$ cat config.mk
export PLATFORM = sky130hd
export DESIGN_NAME = arbitrage_detector
export DESIGN_NICKNAME = d
export VERILOG_FILES = /design/src/rtl/arbitrage_detector.sv
export SDC_FILE = /design/constraint.sdc
export NUM_CORES = 1
export LEC_CHECK = 0
export CORE_MARGIN = 10
export CORE_UTILIZATION = 25
export CTS_CLUSTER_SIZE = 20
export DETAILED_ROUTE_END_ITERATION = 16
export PLACE_DENSITY = 0.4
export SLEW_MARGIN = 20
export SYNTH_ARGS = -nofsm -noshare
export SYNTH_HDL_FRONTEND = slang
export SYNTH_SLANG_ARGS = --single-unit
$ cat constraint.sdc
create_clock -name clk -period 6.45 [get_ports clk]
set_input_delay 0.645 -clock clk [delete_from_list [all_inputs] [get_ports clk]]
set_output_delay 0.645 -clock clk [all_outputs]
set_load 0.01 [all_outputs]
$ cat src/rtl/arbitrage_detector.sv
// Cross-exchange arbitrage detector: latches a validated price pair, issues one
// trade request over valid/ready when the spread is wide enough, then cools down.
module arbitrage_detector #(
    parameter int unsigned PRICE_W      = 16,
    parameter int unsigned MIN_SPREAD   = 5,
    parameter int unsigned COOLDOWN_CYC = 1000,
    parameter int unsigned CNT_W        = 16
) (
    input  logic               clk,
    input  logic               rst,
    input  logic [PRICE_W-1:0] price_A,
    input  logic [PRICE_W-1:0] price_B,
    input  logic               packet_valid,
    output logic               trade_valid,
    input  logic               trade_ready,
    output logic               trade_dir,
    output logic [PRICE_W-1:0] trade_buy_price,
    output logic [PRICE_W-1:0] trade_sell_price,
    output logic [PRICE_W-1:0] trade_spread,
    output logic [CNT_W-1:0]   opp_count,
    output logic [CNT_W-1:0]   drop_count,
    output logic               busy
);

    // The cooldown counter only ever holds COOLDOWN_CYC-1 down to 0.
    localparam int unsigned CD_W = (COOLDOWN_CYC > 2) ? $clog2(COOLDOWN_CYC) : 1;

    localparam logic [1:0] S_IDLE     = 2'd0;
    localparam logic [1:0] S_COMPARE  = 2'd1;
    localparam logic [1:0] S_ISSUE    = 2'd2;
    localparam logic [1:0] S_COOLDOWN = 2'd3;

    logic [1:0]         state;
    logic [PRICE_W-1:0] lat_a;
    logic [PRICE_W-1:0] lat_b;
    logic [CD_W-1:0]    cd_cnt;

    logic               cmp_dir;
    logic [PRICE_W-1:0] cmp_buy;
    logic [PRICE_W-1:0] cmp_sell;
    logic [PRICE_W-1:0] cmp_spread;
    logic               cmp_hit;

    always_comb begin
        // NOTE: every always_comb output is given a default first so no path can infer a latch.
        cmp_dir  = 1'b0;
        cmp_buy  = lat_a;
        cmp_sell = lat_b;
        if (lat_b < lat_a) begin
            cmp_dir  = 1'b1;
            cmp_buy  = lat_b;
            cmp_sell = lat_a;
        end
        cmp_spread = cmp_sell - cmp_buy;
        cmp_hit    = (lat_a != lat_b) && (cmp_spread >= PRICE_W'(MIN_SPREAD));
    end

    assign busy = (state != S_IDLE);

    // NOTE: registers use non-blocking assignments so every branch sees pre-edge values.
    always_ff @(posedge clk) begin
        if (rst) begin
            state            <= S_IDLE;
            lat_a            <= '0;
            lat_b            <= '0;
            cd_cnt           <= '0;
            trade_valid      <= 1'b0;
            trade_dir        <= 1'b0;
            trade_buy_price  <= '0;
            trade_sell_price <= '0;
            trade_spread     <= '0;
            opp_count        <= '0;
        end else begin
            case (state)
                S_IDLE: begin
                    if (packet_valid) begin
                        lat_a <= price_A;
                        lat_b <= price_B;
                        state <= S_COMPARE;
                    end
                end
                S_COMPARE: begin
                    if (cmp_hit) begin
                        trade_dir        <= cmp_dir;
                        trade_buy_price  <= cmp_buy;
                        trade_sell_price <= cmp_sell;
                        trade_spread     <= cmp_spread;
                        trade_valid      <= 1'b1;
                        if (opp_count != '1)
                            opp_count <= opp_count + 1'b1;
                        state <= S_ISSUE;
                    end else begin
                        state <= S_IDLE;
                    end
                end
                S_ISSUE: begin
                    if (trade_ready) begin
                        trade_valid <= 1'b0;
                        if (COOLDOWN_CYC == 0) begin
                            state <= S_IDLE;
                        end else begin
                            cd_cnt <= CD_W'(COOLDOWN_CYC - 1);
                            state  <= S_COOLDOWN;
                        end
                    end
                end
                S_COOLDOWN: begin
                    if (cd_cnt == '0)
                        state <= S_IDLE;
                    else
                        cd_cnt <= cd_cnt - 1'b1;
                end
                default: state <= S_IDLE;
            endcase
        end
    end

    // Any pulse arriving outside IDLE, including the cycle that leaves COOLDOWN, is a drop.
    always_ff @(posedge clk) begin
        if (rst)
            drop_count <= '0;
        else if (packet_valid && (state != S_IDLE) && (drop_count != '1))
            drop_count <= drop_count + 1'b1;
    end

endmodule
==> reports/metrics.cfg <==
[outcome]
status = complete, no violations

[yosys]
ys_ff_latch = 126
yosys_warnings = 0
synth_top_area_share_pct = 35.78
synthFlopType = dfxtp_1
synthesis.instances = 922
synthTopCellsByCount = nand2_1, dfxtp_1, a21oi_1
ys_types = 68
synth_largest_area_cell = dfxtp_1
netlist_area_um2 = 7051
yosysSeqAreaShare_pct = 35.78
synth-async-reset-ratio_pct = 0
synth_most_common_cell = nand2_1
synthTopCellsByArea = dfxtp_1, nand2_1, a21oi_1, a211o_1, o21ai_0
synth-edff-count = 0
avgSynthCellArea_um2 = 7.647
syn_nets = 978

[layout]
fillers = 2997
area_growth_pct = 30.38
n_antenna_cell = 0
multiInputGateArea_um2 = 4151
stdcell_area_um2 = 9193
finalCoreUtilization_pct = 33.09
nets = 1070
seq_area_um2 = 2522
final_layout_size_suffix_gt1_share_pct = 7.205

[timing]
period_needed_ns = 5.774
tightest_slew_ns = 0.9883
final.period_utilization_pct = 89.53
setup_tns_ns = 0
setup_ws_ns = 0.6755
rsz0062_at_grt = no
setup_violations = 0
fin_skew_ns = 0.01117
slew_violations = 0
max_freq_mhz = 173.2
max_slew_margin_pct = 33.87
hold_viol = 0

[grt]
grt_pass1_vias = 6813
antenna_found_initial = 0
grt_use_total_pct = 14.32
grt_max_degree = 91
grt_overflow = 0
grt_pass1_wl_um = 40340

[setup_path]
endpoint_kind = register
cp_max_fo = 50
crit_path_cell_trace = inv_1 > ha_1 > a21oi_1 > nor3_1 > a211o_1 > or3_1 > o21a_1 > ha_1 > or3_1 > a21o_1 > a2111o_1 > o311a_1 > nor4_1 > and4_2 > buf_4 > o21ai_0 > a21oi_1
required_ns = 6.79
cp_top_family = simple AND/OR/NAND/NOR gates
start_kind = register
crit_type = register to register
cpMaxStageDelayCell = and4_2
cp_num_buf_inv = 2
cp.arrival_ns = 6.12
max_stage_delay_ns = 0.88

[die]
start_util_pct = 25.38
fp.dieW_um = 187.9
pin_count = 119
design.die.area_um2 = 35320
dieHeight_um = 187.9
rows = 61
core_um2 = 27780

[cts]
cts_tree = built
htree_levels = 4
cts_sinks = 126
clkTransAtPathRegs_ns = 0.06
cts_root_buf = clkbuf_16
clock_latency_ns = 0.42
cts_hold_buf = 0
post-cts-setup-buffers = 0
cts_resized = 0
clock_path_buffers = 2
cts_buffers = 17

[detailed_routing]
vias = 6851
dr.pass1.iters = 5
via_per_inst = 4.876
wl_per_cell_um = 18.22
ant_nets = 0
drtIter0Drc = 423
drt_wl_total_um = 25600
remaining_drc_errors = 0

[place]
hpwlAfterDp_um = 19030
dpl_cell_area_um2 = 8586
gp_congestion = 0.8746
port_buffers = 118
place_ws_ns = 0.6608

[power]
ir_drop_v = 0.0001705
power_uw = 2763
p_leak_uw = 0.003250
power.density_nw_per_um2 = 300.5

[worst_hold_path]
hp-class = register to register

[job]
cap_violations = 0

-- path summary, 6_finish.rpt --
kind	to	cells past startpoint	from	slack, ns
max	trade_sell_price[9]$_SDFFE_PP0P_	17	lat_a[9]$_SDFFE_PP0P_	0.68
min	trade_spread[6]$_SDFFE_PP0P_	2	trade_spread[6]$_SDFFE_PP0P_	0.46
max reg2reg	trade_sell_price[9]$_SDFFE_PP0P_	17	lat_a[9]$_SDFFE_PP0P_	0.68
min reg2reg	trade_spread[6]$_SDFFE_PP0P_	2	trade_spread[6]$_SDFFE_PP0P_	0.46
-- flip-flops by register name, indices dropped and copies added, names as in the netlist, named ones only --
register          count
drop_count           16
lat_a                16
opp_count            16
trade_sell_price     16
cd_cnt               10
trade_valid           1
trade_spread         16
lat_b                16
state                 1
trade_dir             1
trade_buy_price      16
-- worst min-delay path: stages, from the launching register on --
cell     delay [ns]
dfxtp_1        0.31
nand2_1        0.05
mux2i_1        0.05
-- report_power, final --
part	internal, uW	switching (uW)
registers	836	54.2
clock network	621	387
logic	337	527
-- kinds of logic after synthesis --
logic type | Yosys count | share of synthesized area (%)
AOI/OAI and AO/OA | 249 | 21.74
xor gates and xnor gates | 30 | 3.727
adders and majority gates | 20 | 3.549
buffers and inverters | 91 | 5.430
DFF | 126 | 35.78
muxes | 29 | 4.507
and+or+nand+nor | 377 | 25.27
-- routing by layer --
layer	up-vias	wire, um	GRT usage, %
met5	-	0	0
met4	0	617	5.200
met3	25	1292	3.358
met2	163	11790	22.95
met1	3229	11900	18.32
li1	3434	-	-
-- final cells by class --
cell class | count | share of cell area (%)
Multi-Input combinational cell | 705 | 45.16
Sequential cell | 126 | 27.44
Timing Repair Buffer | 138 | 14.59
Tap cell | 378 | 5.145
Clock buffer | 20 | 4.859
Clock inverter | 12 | 1.742
Inverter | 26 | 1.062
-- through the flow --
stage | cells | hold WS, ns
after floorplan | 922 | 0.4496
after global placement | 1373 | 0.4433
after detailed placement | 1373 | 0.4512
after CTS | 1405 | 0.4613
after global routing | 1405 | 0.4823
final | 1405 | 0.4570
-- cell usage in the layout, fill, tap and decap left out, drive strengths merged, types with 13 or more instances in the layout --
cell	synthesis	layout
nand2	189	189
dfxtp	126	126
clkdlybuf4s50	0	117
a21oi	116	116
o21ai	54	54
nor2	49	49
a211o	31	31
or3	28	28
inv	25	27
buf	14	21
nand3	20	20
ha	20	20
clkbuf	51	20
mux2i	19	19
xnor2	16	16
nor2b	16	16
xor2	14	14
nor3	13	13
Note: power is estimated with default switching activity, not from simulation.
